`src/rtl/add8_serial_pkg.sv`:
```
// Shared definitions for the nibble-serial adder: FSM state encoding and
// the width of the single ripple-carry stage.
package add_pkg;

  localparam int NIBBLE = 4;

  typedef enum logic [1:0] {
    IDLE = 2'd0,
    BUSY = 2'd1,
    DONE = 2'd2
  } state_t;

endpackage

```
`src/rtl/add8_serial_add4.sv`:
```
// 4-bit ripple-carry adder assembled from 1-bit full adders; the one
// arithmetic stage that the serial adder reuses for every nibble.
module add4
  import add_pkg::*;
(
  input  logic [NIBBLE-1:0] a,
  input  logic [NIBBLE-1:0] b,
  input  logic              cin,
  output logic [NIBBLE-1:0] sum,
  output logic              cout
);

  logic [NIBBLE:0] c_s;

  assign c_s[0] = cin;

  for (genvar i = 0; i < NIBBLE; i++) begin : g_fa
    assign sum[i]   = a[i] ^ b[i] ^ c_s[i];
    assign c_s[i+1] = (a[i] & b[i]) | (c_s[i] & (a[i] ^ b[i]));
  end

  assign cout = c_s[NIBBLE];

endmodule

```
`src/rtl/add8_serial.sv`:
```
// Nibble-serial adder: accepts operands over valid/ready, adds one nibble
// per clock low nibble first, then holds sum and flags until taken.
module add8_serial
  import add_pkg::*;
#(
  parameter int WIDTH = 8
) (
  input  logic             clk,
  input  logic             rst,
  input  logic             in_valid,
  output logic             in_ready,
  input  logic [WIDTH-1:0] a,
  input  logic [WIDTH-1:0] b,
  input  logic             cin,
  output logic             out_valid,
  input  logic             out_ready,
  output logic [WIDTH-1:0] sum,
  output logic             cout,
  output logic             ovf,
  output logic             zero
);

  localparam int NSTEP = WIDTH / NIBBLE;
  localparam int SW    = (NSTEP > 1) ? $clog2(NSTEP) : 1;
  localparam int SHW   = SW + 2;

  state_t           state_r;
  logic [SW-1:0]    step_r;
  logic [WIDTH-1:0] a_r;
  logic [WIDTH-1:0] b_r;
  logic [WIDTH-1:0] acc_r;
  logic             carry_r;

  logic [SHW-1:0]    shamt_s;
  logic [NIBBLE-1:0] nib_a_s;
  logic [NIBBLE-1:0] nib_b_s;
  logic [NIBBLE-1:0] st_sum_s;
  logic              st_cout_s;
  logic [WIDTH-1:0]  acc_next_s;
  logic              last_s;

  // Select the active nibble and merge the stage result into the accumulator
  always_comb begin
    shamt_s    = {step_r, 2'b00};
    nib_a_s    = NIBBLE'(a_r >> shamt_s);
    nib_b_s    = NIBBLE'(b_r >> shamt_s);
    acc_next_s = acc_r | (WIDTH'(st_sum_s) << shamt_s);
    last_s     = (step_r == SW'(NSTEP - 1));
  end

  add4 u_add4 (
    .a    (nib_a_s),
    .b    (nib_b_s),
    .cin  (carry_r),
    .sum  (st_sum_s),
    .cout (st_cout_s)
  );

  // Handshake flags decode straight from the state register
  assign in_ready  = (state_r == IDLE) && !rst;
  assign out_valid = (state_r == DONE);

  // FSM, operand capture, nibble sequencing and result/flag registers
  always_ff @(posedge clk) begin
    if (rst) begin
      state_r <= IDLE;
      step_r  <= '0;
      a_r     <= '0;
      b_r     <= '0;
      acc_r   <= '0;
      carry_r <= 1'b0;
      sum     <= '0;
      cout    <= 1'b0;
      ovf     <= 1'b0;
      zero    <= 1'b0;
    end else begin
      case (state_r)
        IDLE: begin
          if (in_valid) begin
            // cin rides in the carry register so nibble 0 needs no special path
            a_r     <= a;
            b_r     <= b;
            carry_r <= cin;
            acc_r   <= '0;
            step_r  <= '0;
            state_r <= BUSY;
          end
        end
        BUSY: begin
          acc_r   <= acc_next_s;
          carry_r <= st_cout_s;
          if (last_s) begin
            sum     <= acc_next_s;
            cout    <= st_cout_s;
            ovf     <= (a_r[WIDTH-1] == b_r[WIDTH-1]) &&
                       (acc_next_s[WIDTH-1] != a_r[WIDTH-1]);
            zero    <= (acc_next_s == '0);
            state_r <= DONE;
          end else begin
            step_r <= step_r + SW'(1);
          end
        end
        DONE: begin
          if (out_ready) begin
            state_r <= IDLE;
          end
        end
        default: begin
          state_r <= IDLE;
        end
      endcase
    end
  end

endmodule

```
`config.mk`:
```
export PLATFORM = sky130hd
export DESIGN_NAME = add8_serial
export DESIGN_NICKNAME = d
export VERILOG_FILES = /design/src/rtl/add8_serial_pkg.sv /design/src/rtl/add8_serial_add4.sv /design/src/rtl/add8_serial.sv
export SDC_FILE = /design/constraint.sdc
export NUM_CORES = 1
export LEC_CHECK = 0
export ABC_AREA = 1
export CAP_MARGIN = 30
export CORE_UTILIZATION = 58
export DETAILED_ROUTE_END_ITERATION = 6
export DONT_BUFFER_PORTS = 1
export MAX_ROUTING_LAYER = met4
export PLACE_DENSITY_LB_ADDON = 0.05
export SYNTH_ARGS = -nofsm -noshare
export SYNTH_HDL_FRONTEND = slang
export SYNTH_SLANG_ARGS = --single-unit
```
`constraint.sdc`:
```
create_clock -name clk -period 6.4 [get_ports clk]
set_input_delay 1.28 -clock clk [delete_from_list [all_inputs] [get_ports clk]]
set_output_delay 1.28 -clock clk [all_outputs]
set_load 0.01 [all_outputs]
```
==> key figures <==
Outcome
  – Status: finished clean

CTS
  – Inserted Clock Buffers: 5
  – CTS max path bufs: 2
  – Post-CTS sizing: 0
  – Root Driver: clkbuf_4
  – Worst-skew pair later-pin latency: 0.33 ns
  – # hold bufs at CTS: 0
  – Setup bufs post-CTS: 0
  – Num Clock Sinks: 39
  – TritonCTS clock tree: yes
  – Reg clk slew, reported paths: 0.11 ns
  – H-Tree Depth: 2

Global route
  – Initial antenna violation count: 0
  – Total gr overflow: 0
  – Largest net degree at the start of global routing: 24
  – Number of global-route vias before repair: about 1100
  – Tot GR Track Use: 22.4%
  – First-pass GRT wire length: around 4600 µm

Min path
  – Tightest Hold Check Type: register to register

Synthesis
  – Post-synthesis simple-gate area fraction: 19.9%
  – Largest family of logic cells by synthesized area: simple AND/OR/NAND/NOR gates
  – Post-synth top area share: 48.0%
  – Adder-cell share of the synthesized area: between 4 and 5%
  – Largest area contributor in the netlist: dfxtp_1
  – Synth Area in Compound Gates: ~17%
  – Top post-synthesis cells by count: 51 x nor2_1, 39 x dfxtp_1, 26 x nand2_1, 26 x o21ai_0, 19 x inv_1
  – Most used DFF post-synth: dfxtp_1
  – Syn Area/Cell: 7.63 µm²
  – XOR/XNOR share of the synthesized area: 0%
  – Most common cell in the netlist: nor2_1
  – Mux cell area share after synthesis: 2.46%
  – Library cells used by synthesis: 19
  – Ys async rst share: 0%
  – #FFs+latches synth: 39
  – Synth warn: 0
  – Number of synthesized flops with an enable pin: 0
  – Synth area leaders: dfxtp_1 48%, nor2_1 12%, o21ai_0 8.0%
  – Sequential share of the synthesized area: roughly half
  – Post-Syn Nets: 238
  – Mapped cell area: 1630 µm²
  – Syn Inst Count: 213

Run
  – Max_cap viols: 0

Detailed routing
  – Routed WL: 2860 µm
  – Drt pass-1 iters: 5
  – Post-DR wirelength/cell: 11.9 µm
  – Iter 0 DRT Violations: 17
  – Remaining antenna violation count: 0
  – Vias: roughly 1300
  – Via/cell ratio: about 5.3
  – Drt drc: 0

Place
  – Number of buffers added on ports: 0
  – Routability cong.: 0.841
  – Final HPWL DP: 2080 µm

Die
  – Height of the die: 54.9 µm
  – DIE AREA: roughly 3000 µm²
  – Row count: 18
  – Core area: approximately 2600 µm²
  – # IOs: 34
  – Die X: 54.9 µm
  – Starting density of the core: approximately 63%

Timing
  – Final Max Tran Viols: 0
  – Crit path time final: approximately 3.2 ns
  – F_max: 309 MHz
  – Slew Limit Headroom: 52.1%
  – TNS Setup: 0 ns
  – RSZ-0062 raised after global routing: no
  – Final worst path period share: 50.6%
  – Clock Skew: ~0.011 ns
  – Worst hold slack: between 0.4 and 0.5 ns
  – Final setup viols: 0
  – Final hold vios: 0
  – Worst Tran Pin Value: 0.716 ns

Critical path
  – CP max stage delay: roughly 0.7 ns
  – Crit. End Element: register
  – Buf/Inv on CP: 3
  – Arr. time, crit path: 3.51 ns
  – Worst endpoint required time: 6.67 ns
  – CP Cell Sequence: mux2i_1 > fa_1 > inv_1 > fa_1 > inv_1 > fa_1 > inv_1 > fa_1 > nand2_1 > nand2_1 > nor2_1 > nand2_1 > nor2_1 > nand2_1 > a21oi_1
  – Critical path class: register to register
  – Crit Path Max Fanout: 14
  – Slowest CP cell: dfxtp_1
  – Crit path max-delay family: adder cells
  – CP startpoint kind: register

Pwr
  – Leak: 0.670 nW
  – Max VDD drop: 176 µV
  – Power per cell area: 273 nW/µm²
  – Final Power: 0.456 mW

Layout
  – Fraction of layout cells with a size suffix above 1: 5.24%
  – Layout area overhead: 2.77%
  – Final nets: 235
  – Antenna cells: 0
[final cells by class]
class	count	area, µm²
Fill cell	254	897
Sequential cell	39	781
Multi-Input combinational cell	142	713
Inverter	22	82.6
Clock buffer	6	51.3
Tap cell	30	37.5
Clock inverter	1	5.00
[placed cells by master, fill, tap and decap left out]
master    netlist  final
o32ai_1         1      1
clkbuf_4        0      5
o21ai_0        26     26
clkinv_2        0      1
inv_1          19     19
fa_1            4      4
nand3_1         4      4
o21a_1          3      3
inv_2           3      3
a31oi_1         1      1
a21oi_1        17     17
nor2_1         51     51
clkbuf_8        0      1
mux2i_1         4      4
a21oi_2         1      1
a211oi_1        1      1
nand2_1        26     26
dfxtp_1        39     39
nor3_1          3      3
[metrics by stage]
stage | worst slack [ns] | util, % | cell area (µm²) | instances
5_1_grt | 2.93 | 65.1 | 1670 | 240
4_1_cts | 3.18 | 65.1 | 1670 | 240
2_1_floorplan | 3.47 | - | 1630 | 213
3_5_place_dp | 3.22 | 62.9 | 1610 | 233
6_report | 3.16 | 65.1 | 1670 | 240
3_3_place_gp | 3.38 | 62.9 | 1610 | 233
[worst paths after layout]
path / from / slack (ns) / cells past startpoint / endpoint
setup reg to reg: last_s / 3.16 / 15 / zero
hold reg to reg: a_r[1] / 0.46 / 2 / a_r[1]
hold / removal: a_r[1] / 0.46 / 2 / a_r[1]
setup / recovery: last_s / 3.16 / 15 / zero
[worst reg2reg max path: stages, from the launching register on]
cell and delay, ns:
dfxtp_1 0.71, mux2i_1 0.21, fa_1 0.41, inv_1 0.07, fa_1 0.15, inv_1 0.05
fa_1 0.36, inv_1 0.08, fa_1 0.43, nand2_1 0.08, nand2_1 0.10, nor2_1 0.16
nand2_1 0.08, nor2_1 0.10, nand2_1 0.06, a21oi_1 0.11
[power by group]
part	total (mW)	internal [mW]	switching, mW	leakage (nW)
Clock	0.124	0.0509	0.0732	0.0341
Sequential	0.266	0.257	0.00958	0.319
Combinational	0.0654	0.0233	0.0420	0.317
Total	0.456	0.331	0.125	0.670
[sequential cells by signal, summed over array words and instances (netlist names)]
register / flops
carry_r: 1
last_s: 1
a_r: 8
ovf: 1
acc_r: 8
zero: 1
state_r: 2
b_r: 8
sum: 8
cout: 1
[routing by layer]
| layer | routed length (µm) | GRT usage (%) | up-vias |
|---|---|---|---|
| met5 | 0 | - | - |
| met4 | 27 | 8.75 | 0 |
| met3 | 136 | 6.28 | 5 |
| met2 | 1380 | 36.9 | 28 |
| met1 | 1320 | 25.8 | 562 |
| li1 | - | - | 672 |
[kinds of logic after synthesis]
family,Yosys count
and+or+nand+nor,84
adders and majority gates,4
DFF,39
buffers and inverters,32
muxes,4
AOI/OAI and AO/OA,50
Note: power is estimated with default switching activity, not from simulation.
